`config.mk`:
```
export PLATFORM = sky130hd
export DESIGN_NAME = msrh_l1d_wr_arbiter
export DESIGN_NICKNAME = d
export VERILOG_FILES = /design/src/rtl/msrh_l1d_wr_arbiter.sv
export SDC_FILE = /design/constraint.sdc
export NUM_CORES = 1
export LEC_CHECK = 0
export CAP_MARGIN = 20
export CORE_AREA = 4 4 315 317
export CTS_CLUSTER_SIZE = 40
export DETAILED_ROUTE_END_ITERATION = 7
export DIE_AREA = 0 0 319 321
export GPL_TIMING_DRIVEN = 0
export PLACE_DENSITY = 0.4
export REMOVE_ABC_BUFFERS = 1
export SYNTH_ARGS = -nofsm -noshare
export SYNTH_HDL_FRONTEND = slang
export SYNTH_SLANG_ARGS = --single-unit
```
`constraint.sdc`:
```
create_clock -name i_clk -period 2.79 [get_ports i_clk]
set_input_delay 0.558 -clock i_clk [delete_from_list [all_inputs] [get_ports i_clk]]
set_output_delay 0.558 -clock i_clk [all_outputs]
set_load 0.02 [all_outputs]
```
`src/rtl/msrh_l1d_wr_arbiter.sv`:
```
// L1D write-port arbiter.
// Shares the single L1D data-array write port between REQ_NUM requesters
// (0: LRQ refill, 1: store-buffer write, 2: store-buffer merge).
// Selection is fixed-priority, lowest index first. A requester that has been
// denied STARVE_TH cycles in a row overrides that priority. The winner is
// registered into a one-entry issue slot, which drives the L1D write port and
// replays its write while the L1D reports a conflict.
module msrh_l1d_wr_arbiter #(
  parameter int unsigned REQ_NUM   = 3,
  parameter int unsigned PADDR_W   = 56,
  parameter int unsigned DATA_W    = 128,
  parameter int unsigned STARVE_TH = 8
) (
  input  logic                                i_clk,
  input  logic                                i_reset_n,

  input  logic [REQ_NUM-1:0]                  i_req_valid,
  input  logic [REQ_NUM-1:0][PADDR_W-1:0]     i_req_paddr,
  input  logic [REQ_NUM-1:0][DATA_W-1:0]      i_req_data,
  input  logic [REQ_NUM-1:0][DATA_W/8-1:0]    i_req_be,
  output logic [REQ_NUM-1:0]                  o_req_accept,

  output logic                                o_wr_valid,
  output logic [PADDR_W-1:0]                  o_wr_paddr,
  output logic [DATA_W-1:0]                   o_wr_data,
  output logic [DATA_W/8-1:0]                 o_wr_be,
  input  logic                                i_wr_conflict,

  output logic                                o_starve_active
);

  localparam int unsigned BE_W  = DATA_W / 8;
  localparam int unsigned CNT_W = $clog2(STARVE_TH + 1);
  localparam logic [CNT_W-1:0] CNT_MAX = CNT_W'(STARVE_TH);

  // Issue slot
  logic               r_valid;
  logic [PADDR_W-1:0] r_paddr;
  logic [DATA_W-1:0]  r_data;
  logic [BE_W-1:0]    r_be;

  // Per-requester consecutive-denial counters
  logic [CNT_W-1:0]   r_starve_cnt [REQ_NUM];

  logic               w_slot_free;
  logic [REQ_NUM-1:0] w_starve_hit;
  logic [REQ_NUM-1:0] w_starve_oh;
  logic [REQ_NUM-1:0] w_prio_oh;
  logic [REQ_NUM-1:0] w_win_oh;
  logic               w_accept_any;
  logic [PADDR_W-1:0] w_sel_paddr;
  logic [DATA_W-1:0]  w_sel_data;
  logic [BE_W-1:0]    w_sel_be;

  // The slot can take a new write when it is empty, or when its write completes this cycle.
  // Conflict only matters while the slot holds a write.
  assign w_slot_free = !r_valid || !i_wr_conflict;

  // Find starving requesters and select the lowest-index starving and the lowest-index valid requester.
  always_comb begin
    logic found_starve;
    logic found_prio;
    w_starve_hit = '0;
    w_starve_oh  = '0;
    w_prio_oh    = '0;
    found_starve = 1'b0;
    found_prio   = 1'b0;
    for (int unsigned i = 0; i < REQ_NUM; i++) begin
      w_starve_hit[i] = i_req_valid[i] && (r_starve_cnt[i] == CNT_MAX);
      if (!found_starve && w_starve_hit[i]) begin
        w_starve_oh[i] = 1'b1;
        found_starve   = 1'b1;
      end
      if (!found_prio && i_req_valid[i]) begin
        w_prio_oh[i] = 1'b1;
        found_prio   = 1'b1;
      end
    end
  end

  // A starving requester takes precedence over the base priority order.
  // Accept is gated by slot availability, so it cannot coincide with a conflict replay.
  always_comb begin
    w_win_oh        = (|w_starve_hit) ? w_starve_oh : w_prio_oh;
    o_req_accept    = w_slot_free ? w_win_oh : '0;
    w_accept_any    = |o_req_accept;
    o_starve_active = |w_starve_hit;
  end

  // AND-OR mux of the winning requester's payload (the winner is one-hot).
  always_comb begin
    w_sel_paddr = '0;
    w_sel_data  = '0;
    w_sel_be    = '0;
    for (int unsigned i = 0; i < REQ_NUM; i++) begin
      if (w_win_oh[i]) begin
        w_sel_paddr = w_sel_paddr | i_req_paddr[i];
        w_sel_data  = w_sel_data  | i_req_data[i];
        w_sel_be    = w_sel_be    | i_req_be[i];
      end
    end
  end

  // Issue slot: capture on accept, drain when the write completes, hold while the L1D rejects it.
  always_ff @(posedge i_clk or negedge i_reset_n) begin
    if (!i_reset_n) begin
      r_valid <= 1'b0;
      r_paddr <= '0;
      r_data  <= '0;
      r_be    <= '0;
    end else if (w_accept_any) begin
      r_valid <= 1'b1;
      r_paddr <= w_sel_paddr;
      r_data  <= w_sel_data;
      r_be    <= w_sel_be;
    end else if (w_slot_free) begin
      r_valid <= 1'b0;
    end
  end

  // Denial counters: count up to saturation while waiting; clear on accept or when the request drops.
  always_ff @(posedge i_clk or negedge i_reset_n) begin
    if (!i_reset_n) begin
      for (int unsigned i = 0; i < REQ_NUM; i++) begin
        r_starve_cnt[i] <= '0;
      end
    end else begin
      for (int unsigned i = 0; i < REQ_NUM; i++) begin
        if (!i_req_valid[i] || o_req_accept[i]) begin
          r_starve_cnt[i] <= '0;
        end else if (r_starve_cnt[i] != CNT_MAX) begin
          r_starve_cnt[i] <= r_starve_cnt[i] + 1'b1;
        end
      end
    end
  end

  assign o_wr_valid = r_valid;
  assign o_wr_paddr = r_paddr;
  assign o_wr_data  = r_data;
  assign o_wr_be    = r_be;

endmodule

```
==> results of run 1 <==
-- synthesized netlist by cell type, drive strengths merged, types with 2 or more instances --
master / number / area share, %
a21oi: 5 / 0.15
a221oi: 200 / 10
a31oi: 200 / 7.4
and2: 201 / 7.5
and3: 200 / 7.4
and4b: 3 / 0.18
buf: 49 / 2.2
clkbuf: 241 / 5.4
dfrtp: 213 / 32
ha: 6 / 0.45
inv: 6 / 0.13
nand2: 209 / 4.7
nand3: 4 / 0.12
nand4b: 3 / 0.16
nor2: 11 / 0.25
nor3b: 2 / 0.089
o211a: 200 / 12
o21ai: 6 / 0.18
o31ai: 200 / 8.9
xnor2: 3 / 0.16
xor2: 3 / 0.16
-- cells by family after synthesis --
group	share of synthesized area [%]
mux	0.0669
buf+inv	7.70
simple gates	20.5
flops	31.7
compound gates	39.3
fa+ha+maj	0.446
xor+xnor	0.312
-- power by group --
part / internal [mW] / total, mW / switching [mW]
Clock: 2.91 / 4.75 / 1.84
Sequential: 3.66 / 4.05 / 0.388
Combinational: 2.73 / 5.47 / 2.74
Total: 9.30 / 14.3 / 4.97
-- through the flow --
| stage | hold WS, ns | util, % | worst slack [ns] | instance area [sq um] | instances |
|---|---|---|---|---|---|
| after global routing | 0.517 | 31.2 | 0.000683 | 30100 | 4053 |
| after floorplan | 0.262 | - | -16.24 | 15600 | 1685 |
| after CTS | 0.484 | 30.4 | 0.00614 | 29200 | 3990 |
| final | 0.518 | 31.3 | 0.0350 | 30100 | 4058 |
| after global placement | 0.529 | 26.2 | -38.40 | 25300 | 3771 |
| after detailed placement | 0.490 | 28.4 | -1.79 | 27300 | 3880 |
-- critical path: stages --
cell	delay [ns]
dlygate4sd2_1	0.41
nor3b_4	0.27
buf_4	0.18
or4_4	0.55
buf_16	0.16
buf_16	0.17
a22o_4	0.30
buf_12	0.15
bufbuf_16	0.31
a31oi_2	0.15
-- final cells by class --
type,count,area (sq um)
fill,10100,66200
timing repair buffer,984,11000
multi-input combinational,1474,10900
sequential,213,5340
tap,1276,1600
clock buffer,56,1080
antenna,43,108
clock inverter,6,105
inverter,6,22.5
-- repair_timing --
item | 4_1_cts | 5_1_grt
endpoints found under the hold margin | 36 | 0
hold buffers | 1 | 0
endpoints found under the setup margin | 205 | 150
gates cloned | 22 | 8
buffers inserted | 34 | 19
gates resized for setup | 57 | 65
pin swaps | 8 | 8
-- metal layers --
metal	track usage [%]	wire, microns
met1	25.9	46700
met2	35.2	58100
met3	5.14	8800
met4	9.48	4310
met5	0	12
-- worst paths after layout --
| check | from | to |
|---|---|---|
| setup / recovery | i_req_valid[2] | o_wr_paddr[12] |
| hold / removal | i_reset_n | o_wr_data[6] |
| setup reg to reg | r_starve_cnt[1] | o_wr_data[121] |
| hold reg to reg | r_starve_cnt[9] | r_starve_cnt[9] |
| max in group asynchronous | i_reset_n | o_wr_data[38] |
| min in group i_clk | r_starve_cnt[9] | r_starve_cnt[9] |
-- registers in the layout (all words and copies together) (netlist names) --
name and cells:
o_wr_valid 1, o_wr_paddr 56, o_wr_be 16, o_wr_data 128
r_starve_cnt 12
==> report_table.html, run 1 <==
<table>
<tr><th>Metric</th><th>Value</th></tr>
<tr><th colspan="2">Logic synthesis</th></tr>
<tr><td>Count of flip-flops with a built-in enable after synthesis</td><td>0</td></tr>
<tr><td>Flip-flop and latch count after synthesis</td><td>~210</td></tr>
<tr><td>Yosys Warn Count</td><td>0</td></tr>
<tr><td>Netlist area before placement</td><td>~17000 sq um</td></tr>
<tr><td>Sequential element share of the synthesized area</td><td>about a third</td></tr>
<tr><td>Count of unique library cells instantiated by Yosys</td><td>34</td></tr>
<tr><td>Top FF cell, synth</td><td>dfrtp_1</td></tr>
<tr><td>Asr flop ratio synth</td><td>100%</td></tr>
<tr><td>Average size of a mapped cell</td><td>approximately 8.5 sq um</td></tr>
<tr><td>Post-Syn Instances</td><td>around 2.0k</td></tr>
<tr><th colspan="2">Clocking</th></tr>
<tr><td>Library cell used as clock root buffer</td><td>clkbuf_16</td></tr>
<tr><td>CTS tree</td><td>yes</td></tr>
<tr><td>Max Buffers Root-to-Sink</td><td>3</td></tr>
<tr><td>H-tree levels</td><td>2</td></tr>
<tr><td>Worst-Skew Late Latency</td><td>~0.55 ns</td></tr>
<tr><td>Clock sink count</td><td>~210</td></tr>
<tr><td>Inserted Clock Buffers</td><td>34</td></tr>
<tr><td>Clock edge transition at the registers on the reported setup and hold paths</td><td>~0.060 ns</td></tr>
<tr><th colspan="2">Global routing</th></tr>
<tr><td>Initial antenna violation count</td><td>42</td></tr>
<tr><td>Global-route wire length before repair</td><td>between 150000 and 200000 microns</td></tr>
<tr><td>Largest net degree at the start of global routing</td><td>around 110</td></tr>
<tr><td>Vias in the first global route</td><td>between 20k and 25k</td></tr>
<tr><td>Overall routing resource usage</td><td>21.1%</td></tr>
<tr><td>Global-route congestion overflow total</td><td>0</td></tr>
<tr><th colspan="2">Placed design</th></tr>
<tr><td>Number of buffer cells added on primary ports</td><td>810</td></tr>
<tr><td>HPWL reported at the end of detailed placement</td><td>about 74000 microns</td></tr>
<tr><td>Final estimated routing congestion in global placement</td><td>roughly 0.78</td></tr>
<tr><th colspan="2">Floorplan</th></tr>
<tr><td>Placement row count</td><td>about 110</td></tr>
<tr><td>Count of pins on the block boundary</td><td>between 800 and 900</td></tr>
<tr><td>Height of the die</td><td>around 320 microns</td></tr>
<tr><td>DIE WIDTH</td><td>roughly 320 microns</td></tr>
<tr><td>Starting Density</td><td>17.5%</td></tr>
<tr><td>Placeable core region</td><td>about 96000 sq um</td></tr>
<tr><td>Die Area</td><td>a little over 100000 sq um</td></tr>
<tr><th colspan="2">Finish</th></tr>
<tr><td>Commonest cells after routing, fill and taps aside</td><td>clkdlybuf4s50_1 (801), nand2_1 (208), dfrtp_1 (208)</td></tr>
<tr><td>Synth-to-Final Area Change</td><td>78.8%</td></tr>
<tr><td>Final net count</td><td>about 3.3k</td></tr>
<tr><td>Leading cell type in the layout, fill and taps excluded</td><td>clkdlybuf4s50_1</td></tr>
<tr><td>Ratio of cells with drive above 1 in the final layout</td><td>~12%</td></tr>
<tr><th colspan="2">Setup path</th></tr>
<tr><td>Startpoint kind of the worst setup timing path</td><td>input port</td></tr>
<tr><td>R2R depth</td><td>14</td></tr>
<tr><td>Required time worst endpoint</td><td>around 3.3 ns</td></tr>
<tr><td>Largest fanout of any net on the critical path</td><td>23</td></tr>
<tr><td>Setup slack of the most critical reg-to-reg path</td><td>about 0.13 ns</td></tr>
<tr><td>Signal arrival time at the worst endpoint</td><td>between 3 and 4 ns</td></tr>
<tr><td>Setup crit end kind</td><td>flip-flop</td></tr>
<tr><td>Classification of the worst setup path</td><td>input port to flip-flop</td></tr>
<tr><th colspan="2">Drt</th></tr>
<tr><td>DRC</td><td>0</td></tr>
<tr><td>Number of detailed-route iterations in the first pass</td><td>6</td></tr>
<tr><td>Antenna viol nets, final</td><td>0</td></tr>
<tr><td>Starting DRC count in detailed routing</td><td>around 1.7k</td></tr>
<tr><td>Number of vias per cell after detailed routing</td><td>approximately 5.3</td></tr>
<tr><td>Routed wire length</td><td>approximately 120000 microns</td></tr>
<tr><td>Number of vias in the routed layout</td><td>between 20k and 25k</td></tr>
<tr><td>Mean routed wirelength per cell</td><td>29.1 microns</td></tr>
<tr><th colspan="2">Min path</th></tr>
<tr><td>Worst min-delay path category</td><td>input port to asynchronous set/reset pin</td></tr>
<tr><th colspan="2">Power</th></tr>
<tr><td>P per Cell Area</td><td>about 470 nW/um^2</td></tr>
<tr><td>Highest ir drop seen on vdd</td><td>0.390 mV</td></tr>
<tr><td>Leakage power</td><td>around 13 nW</td></tr>
<tr><td>Total power consumption of the routed design</td><td>around 14 mW</td></tr>
<tr><th colspan="2">STA</th></tr>
<tr><td>Hold violation count in the final report</td><td>0</td></tr>
<tr><td>FMAX</td><td>~360 MHz</td></tr>
<tr><td>Final max-slew violation count</td><td>0</td></tr>
<tr><td>Clock period minus final worst setup slack</td><td>2.75 ns</td></tr>
<tr><td>Worst rel slew slack</td><td>53.0%</td></tr>
<tr><td>Total negative setup slack</td><td>0 ns</td></tr>
<tr><td>Setup repair after global routing missed its margin</td><td>false</td></tr>
<tr><td>Slew at the pin closest to its max-slew limit</td><td>around 0.70 ns</td></tr>
<tr><td>Worst Clk Skew</td><td>0.0155 ns</td></tr>
<tr><td>Final-report setup violation count</td><td>0</td></tr>
<tr><td>Share of the clock period used by the worst path</td><td>roughly 100%</td></tr>
<tr><th colspan="2">Outcome</th></tr>
<tr><td>Run status</td><td>completed</td></tr>
<tr><th colspan="2">Job</th></tr>
<tr><td>Max_cap viols</td><td>0</td></tr>
</table>
Note: power is estimated with default switching activity, not from simulation.
==> run 2: changes to the inputs <==
Settings changed: GPL_TIMING_DRIVEN 0 to unset.
==> run 2 against run 1 <==
Critical path depth shrank 2; fmax rose by 3.4%; clock power fell by 10%; sequential power is essentially flat; global-route usage down 2.2 points; non-clock buffer count down 20; sequential share of layout area grew 0.92 points; critical path type is now flip-flop to primary output; critical endpoint is now o_req_accept[1]; highest routed layer unchanged.
==> report_table.html, run 2 (same netlist as run 1, synthesis figures left out) <==
<table>
<tr><th>Metric</th><th>Value</th></tr>
<tr><th colspan="2">Setup path</th></tr>
<tr><td>Required time worst endpoint</td><td>2.23 ns (was 3.25 ns)</td></tr>
<tr><td>Signal arrival time at the worst endpoint</td><td>2.11 ns (was 3.21 ns)</td></tr>
<tr><td>Reg2reg start</td><td>r_starve_cnt[0] (was r_starve_cnt[1])</td></tr>
<tr><td>R2R depth</td><td>9 (was 14)</td></tr>
<tr><td>Crit-path cells</td><td>inv_1 &gt; ha_1 &gt; nand4b_1 &gt; buf_6 &gt; buf_4 &gt; a21oi_1 &gt; nor2_1 &gt; buf_4 (was dlygate4sd2_1 &gt; nor3b_4 &gt; buf_4 &gt; or4_4 &gt; buf_16 &gt; buf_16 &gt; a22o_4 &gt; buf_12 &gt; bufbuf_16 &gt; a31oi_2)</td></tr>
<tr><td>Endpoint of the worst-slack reg-to-reg timing path</td><td>o_wr_data[41] (was o_wr_data[121])</td></tr>
<tr><td>Setup slack of the most critical reg-to-reg path</td><td>0.23 ns (was 0.13 ns)</td></tr>
<tr><td>CP bufs+invs</td><td>4 (was 6)</td></tr>
<tr><td>Classification of the worst setup path</td><td>flip-flop to primary output (was input port to flip-flop)</td></tr>
<tr><td>Setup crit end kind</td><td>primary output (was flip-flop)</td></tr>
<tr><td>Crit path to</td><td>o_req_accept[1] (was o_wr_paddr[12])</td></tr>
<tr><td>Largest fanout of any net on the critical path</td><td>3 (was 23)</td></tr>
<tr><td>Cell mode on critical path</td><td>buf_4 (was buf_16)</td></tr>
<tr><td>Startpoint kind of the worst setup timing path</td><td>flip-flop (was input port)</td></tr>
<tr><td>Start point of the critical path</td><td>r_starve_cnt[0] (was i_req_valid[2])</td></tr>
<tr><td>Slowest cell on crit path</td><td>dfrtp_1 (was or4_4)</td></tr>
<tr><td>Total number of cells along the worst setup path</td><td>8 (was 10)</td></tr>
<tr><td>Kind of cell with the highest combined delay on the critical path</td><td>buffers and inverters (unchanged)</td></tr>
<tr><td>Maximum cell stage delay along the critical path</td><td>0.39 ns (was 0.55 ns)</td></tr>
<tr><th colspan="2">Global routing</th></tr>
<tr><td>Overall routing resource usage</td><td>18.9% (was 21.1%)</td></tr>
<tr><td>Largest net degree at the start of global routing</td><td>118 (was 109)</td></tr>
<tr><td>Global-route wire length before repair</td><td>147000 microns (was 162000 microns)</td></tr>
<tr><td>Global-route congestion overflow total</td><td>0 (unchanged)</td></tr>
<tr><td>Initial antenna violation count</td><td>26 (was 42)</td></tr>
<tr><td>Vias in the first global route</td><td>20.9k (was 21.4k)</td></tr>
<tr><th colspan="2">Clocking</th></tr>
<tr><td>CTS tree</td><td>yes (unchanged)</td></tr>
<tr><td>H-tree levels</td><td>2 (unchanged)</td></tr>
<tr><td>Worst-Skew Late Latency</td><td>0.54 ns (was 0.55 ns)</td></tr>
<tr><td>Inserted Clock Buffers</td><td>34 (unchanged)</td></tr>
<tr><td>Clock sink count</td><td>213 (unchanged)</td></tr>
<tr><td>Library cell used as clock root buffer</td><td>clkbuf_16 (unchanged)</td></tr>
<tr><td>Post-CTS Hold Buffers</td><td>0 (was 1)</td></tr>
<tr><td>Clock edge transition at the registers on the reported setup and hold paths</td><td>0.05 ns (was 0.06 ns)</td></tr>
<tr><td>Max Buffers Root-to-Sink</td><td>3 (unchanged)</td></tr>
<tr><th colspan="2">Finish</th></tr>
<tr><td>Final std cells w/o fill</td><td>4008 (was 4058)</td></tr>
<tr><td># fillers</td><td>10.1k (about the same)</td></tr>
<tr><td>Ratio of cells with drive above 1 in the final layout</td><td>8.05% (was 11.5%)</td></tr>
<tr><td>Synth-to-Final Area Change</td><td>69.8% (was 78.8%)</td></tr>
<tr><td>Leading cell type in the layout, fill and taps excluded</td><td>clkdlybuf4s50_1 (unchanged)</td></tr>
<tr><td>Final net count</td><td>3297 (was 3325)</td></tr>
<tr><td>Max FFs per register</td><td>128 (unchanged)</td></tr>
<tr><td>Commonest cells after routing, fill and taps aside</td><td>clkdlybuf4s50_1 (805), dfrtp_1 (213), nand2_1 (208) (was clkdlybuf4s50_1 (801), nand2_1 (208), dfrtp_1 (208))</td></tr>
<tr><td>Multi-input logic area</td><td>10300 sq um (was 10900 sq um)</td></tr>
<tr><td>Area taken by flip-flops and latches</td><td>5330 sq um (was 5340 sq um)</td></tr>
<tr><th colspan="2">Floorplan</th></tr>
<tr><td>Die Area</td><td>102000 sq um (unchanged)</td></tr>
<tr><td>Count of pins on the block boundary</td><td>811 (unchanged)</td></tr>
<tr><td>Starting Density</td><td>17.5% (unchanged)</td></tr>
<tr><td>Placement row count</td><td>114 (unchanged)</td></tr>
<tr><td>Height of the die</td><td>321 microns (unchanged)</td></tr>
<tr><td>DIE WIDTH</td><td>319 microns (unchanged)</td></tr>
<tr><td>Placeable core region</td><td>96300 sq um (unchanged)</td></tr>
<tr><th colspan="2">STA</th></tr>
<tr><td>Worst Clk Skew</td><td>0.0219 ns (was 0.0155 ns)</td></tr>
<tr><td>Final-report setup violation count</td><td>0 (unchanged)</td></tr>
<tr><td>Slew at the pin closest to its max-slew limit</td><td>0.696 ns (was 0.702 ns)</td></tr>
<tr><td>Final max-slew violation count</td><td>0 (unchanged)</td></tr>
<tr><td>Setup repair after global routing missed its margin</td><td>false (unchanged)</td></tr>
<tr><td>Worst rel slew slack</td><td>53.6% (was 53.0%)</td></tr>
<tr><td>Share of the clock period used by the worst path</td><td>95.5% (was 98.7%)</td></tr>
<tr><td>FMAX</td><td>375 MHz (was 363 MHz)</td></tr>
<tr><td>Hold violation count in the final report</td><td>0 (unchanged)</td></tr>
<tr><td>Clock period minus final worst setup slack</td><td>2.66 ns (was 2.75 ns)</td></tr>
<tr><td>Post-layout worst setup margin</td><td>0.127 ns (was 0.0350 ns)</td></tr>
<tr><th colspan="2">Drt</th></tr>
<tr><td>Routed wire length</td><td>104000 microns (was 118000 microns)</td></tr>
<tr><td>Number of vias per cell after detailed routing</td><td>5.18 (was 5.32)</td></tr>
<tr><td>Number of detailed-route iterations in the first pass</td><td>5 (was 6)</td></tr>
<tr><td>DRC</td><td>0 (unchanged)</td></tr>
<tr><td>Antenna viol nets, final</td><td>0 (unchanged)</td></tr>
<tr><td>Mean routed wirelength per cell</td><td>26.0 microns (was 29.1 microns)</td></tr>
<tr><td>Starting DRC count in detailed routing</td><td>1696 (was 1676)</td></tr>
<tr><td>Number of vias in the routed layout</td><td>20.8k (was 21.6k)</td></tr>
<tr><th colspan="2">Outcome</th></tr>
<tr><td>Run status</td><td>completed (unchanged)</td></tr>
<tr><th colspan="2">Min path</th></tr>
<tr><td>Worst min-delay path category</td><td>input port to asynchronous set/reset pin (unchanged)</td></tr>
<tr><th colspan="2">Placed design</th></tr>
<tr><td>Final estimated routing congestion in global placement</td><td>0.823 (was 0.776)</td></tr>
<tr><td>HPWL reported at the end of detailed placement</td><td>72300 microns (was 74100 microns)</td></tr>
<tr><td>Pre-CTS worst setup slack</td><td>-0.0790 ns (was -1.79 ns)</td></tr>
<tr><td>Total placed cells including tap cells</td><td>3912 (was 3880)</td></tr>
<tr><td>Number of buffer cells added on primary ports</td><td>810 (unchanged)</td></tr>
<tr><th colspan="2">Power</th></tr>
<tr><td>P per Cell Area</td><td>471 nW/um^2 (was 474 nW/um^2)</td></tr>
<tr><td>Leakage power</td><td>12.6 nW (was 13.2 nW)</td></tr>
<tr><td>Highest ir drop seen on vdd</td><td>0.322 mV (was 0.390 mV)</td></tr>
<tr><th colspan="2">Job</th></tr>
<tr><td>Max_cap viols</td><td>0 (unchanged)</td></tr>
</table>
run 2: layout make-up:
class / count / area share [%]
diodes: 25 / 0.219
clock buffers: 54 / 3.60
multi-input cells: 1466 / 36.0
well taps: 1276 / 5.59
flip-flops and latches: 213 / 18.7
clock inverters: 4 / 0.158
repair buffers: 964 / 35.7
inverters: 6 / 0.0788
run 2: worst min path at each step:
stage / end / slack, ns / depth (start not counted)
3_3_place_gp: r_starve_cnt[9] / 0.53 / 1
5_1_grt: o_wr_data[35] / 0.03 / 1
3_5_place_dp: o_wr_paddr[23] / 0.54 / 2
2_1_floorplan: o_wr_be[0] / 0.26 / 0
4_1_cts: o_wr_data[35] / 0.01 / 1
6_report: o_wr_data[35] / 0.02 / 1
run 2: repair_timing:
| action | 4_1_cts | 5_1_grt |
|---|---|---|
| pin swaps | 1 | 2 |
| gates cloned | 7 | 0 |
| resized for setup | 8 | 8 |
| setup buffers | 6 | 0 |
| endpoints found under the setup margin | 3 | 3 |
run 2: where the power goes:
part | switching, mW | total, mW | internal [mW]
Clock | 1.65 | 4.26 | 2.61
Combinational | 2.56 | 5.13 | 2.57
Sequential | 0.389 | 4.06 | 3.67
run 2: per-stage QoR:
stage	TNS [ns]	power, mW	util, %	hold slack (ns)	cell area [sq um]
5_1_grt	0	14.0	29.7	0.0312	28600
2_1_floorplan	-3360.31	6.05	-	0.262	15600
4_1_cts	0	13.6	29.6	0.0142	28500
3_5_place_dp	-3.82	9.22	28.2	0.543	27100
6_report	0	13.4	29.7	0.0206	28600
3_3_place_gp	-0.226	9.20	28.2	0.530	27100
run 2: per-layer routing:
metal  track usage, %  wire (microns)  up-vias
met3             4.34            7350      156
met1             23.1           41700    10500
met5                0              27        -
met2             32.7           51700      918
li1                 -               -     9201
met4             6.91            3220        4
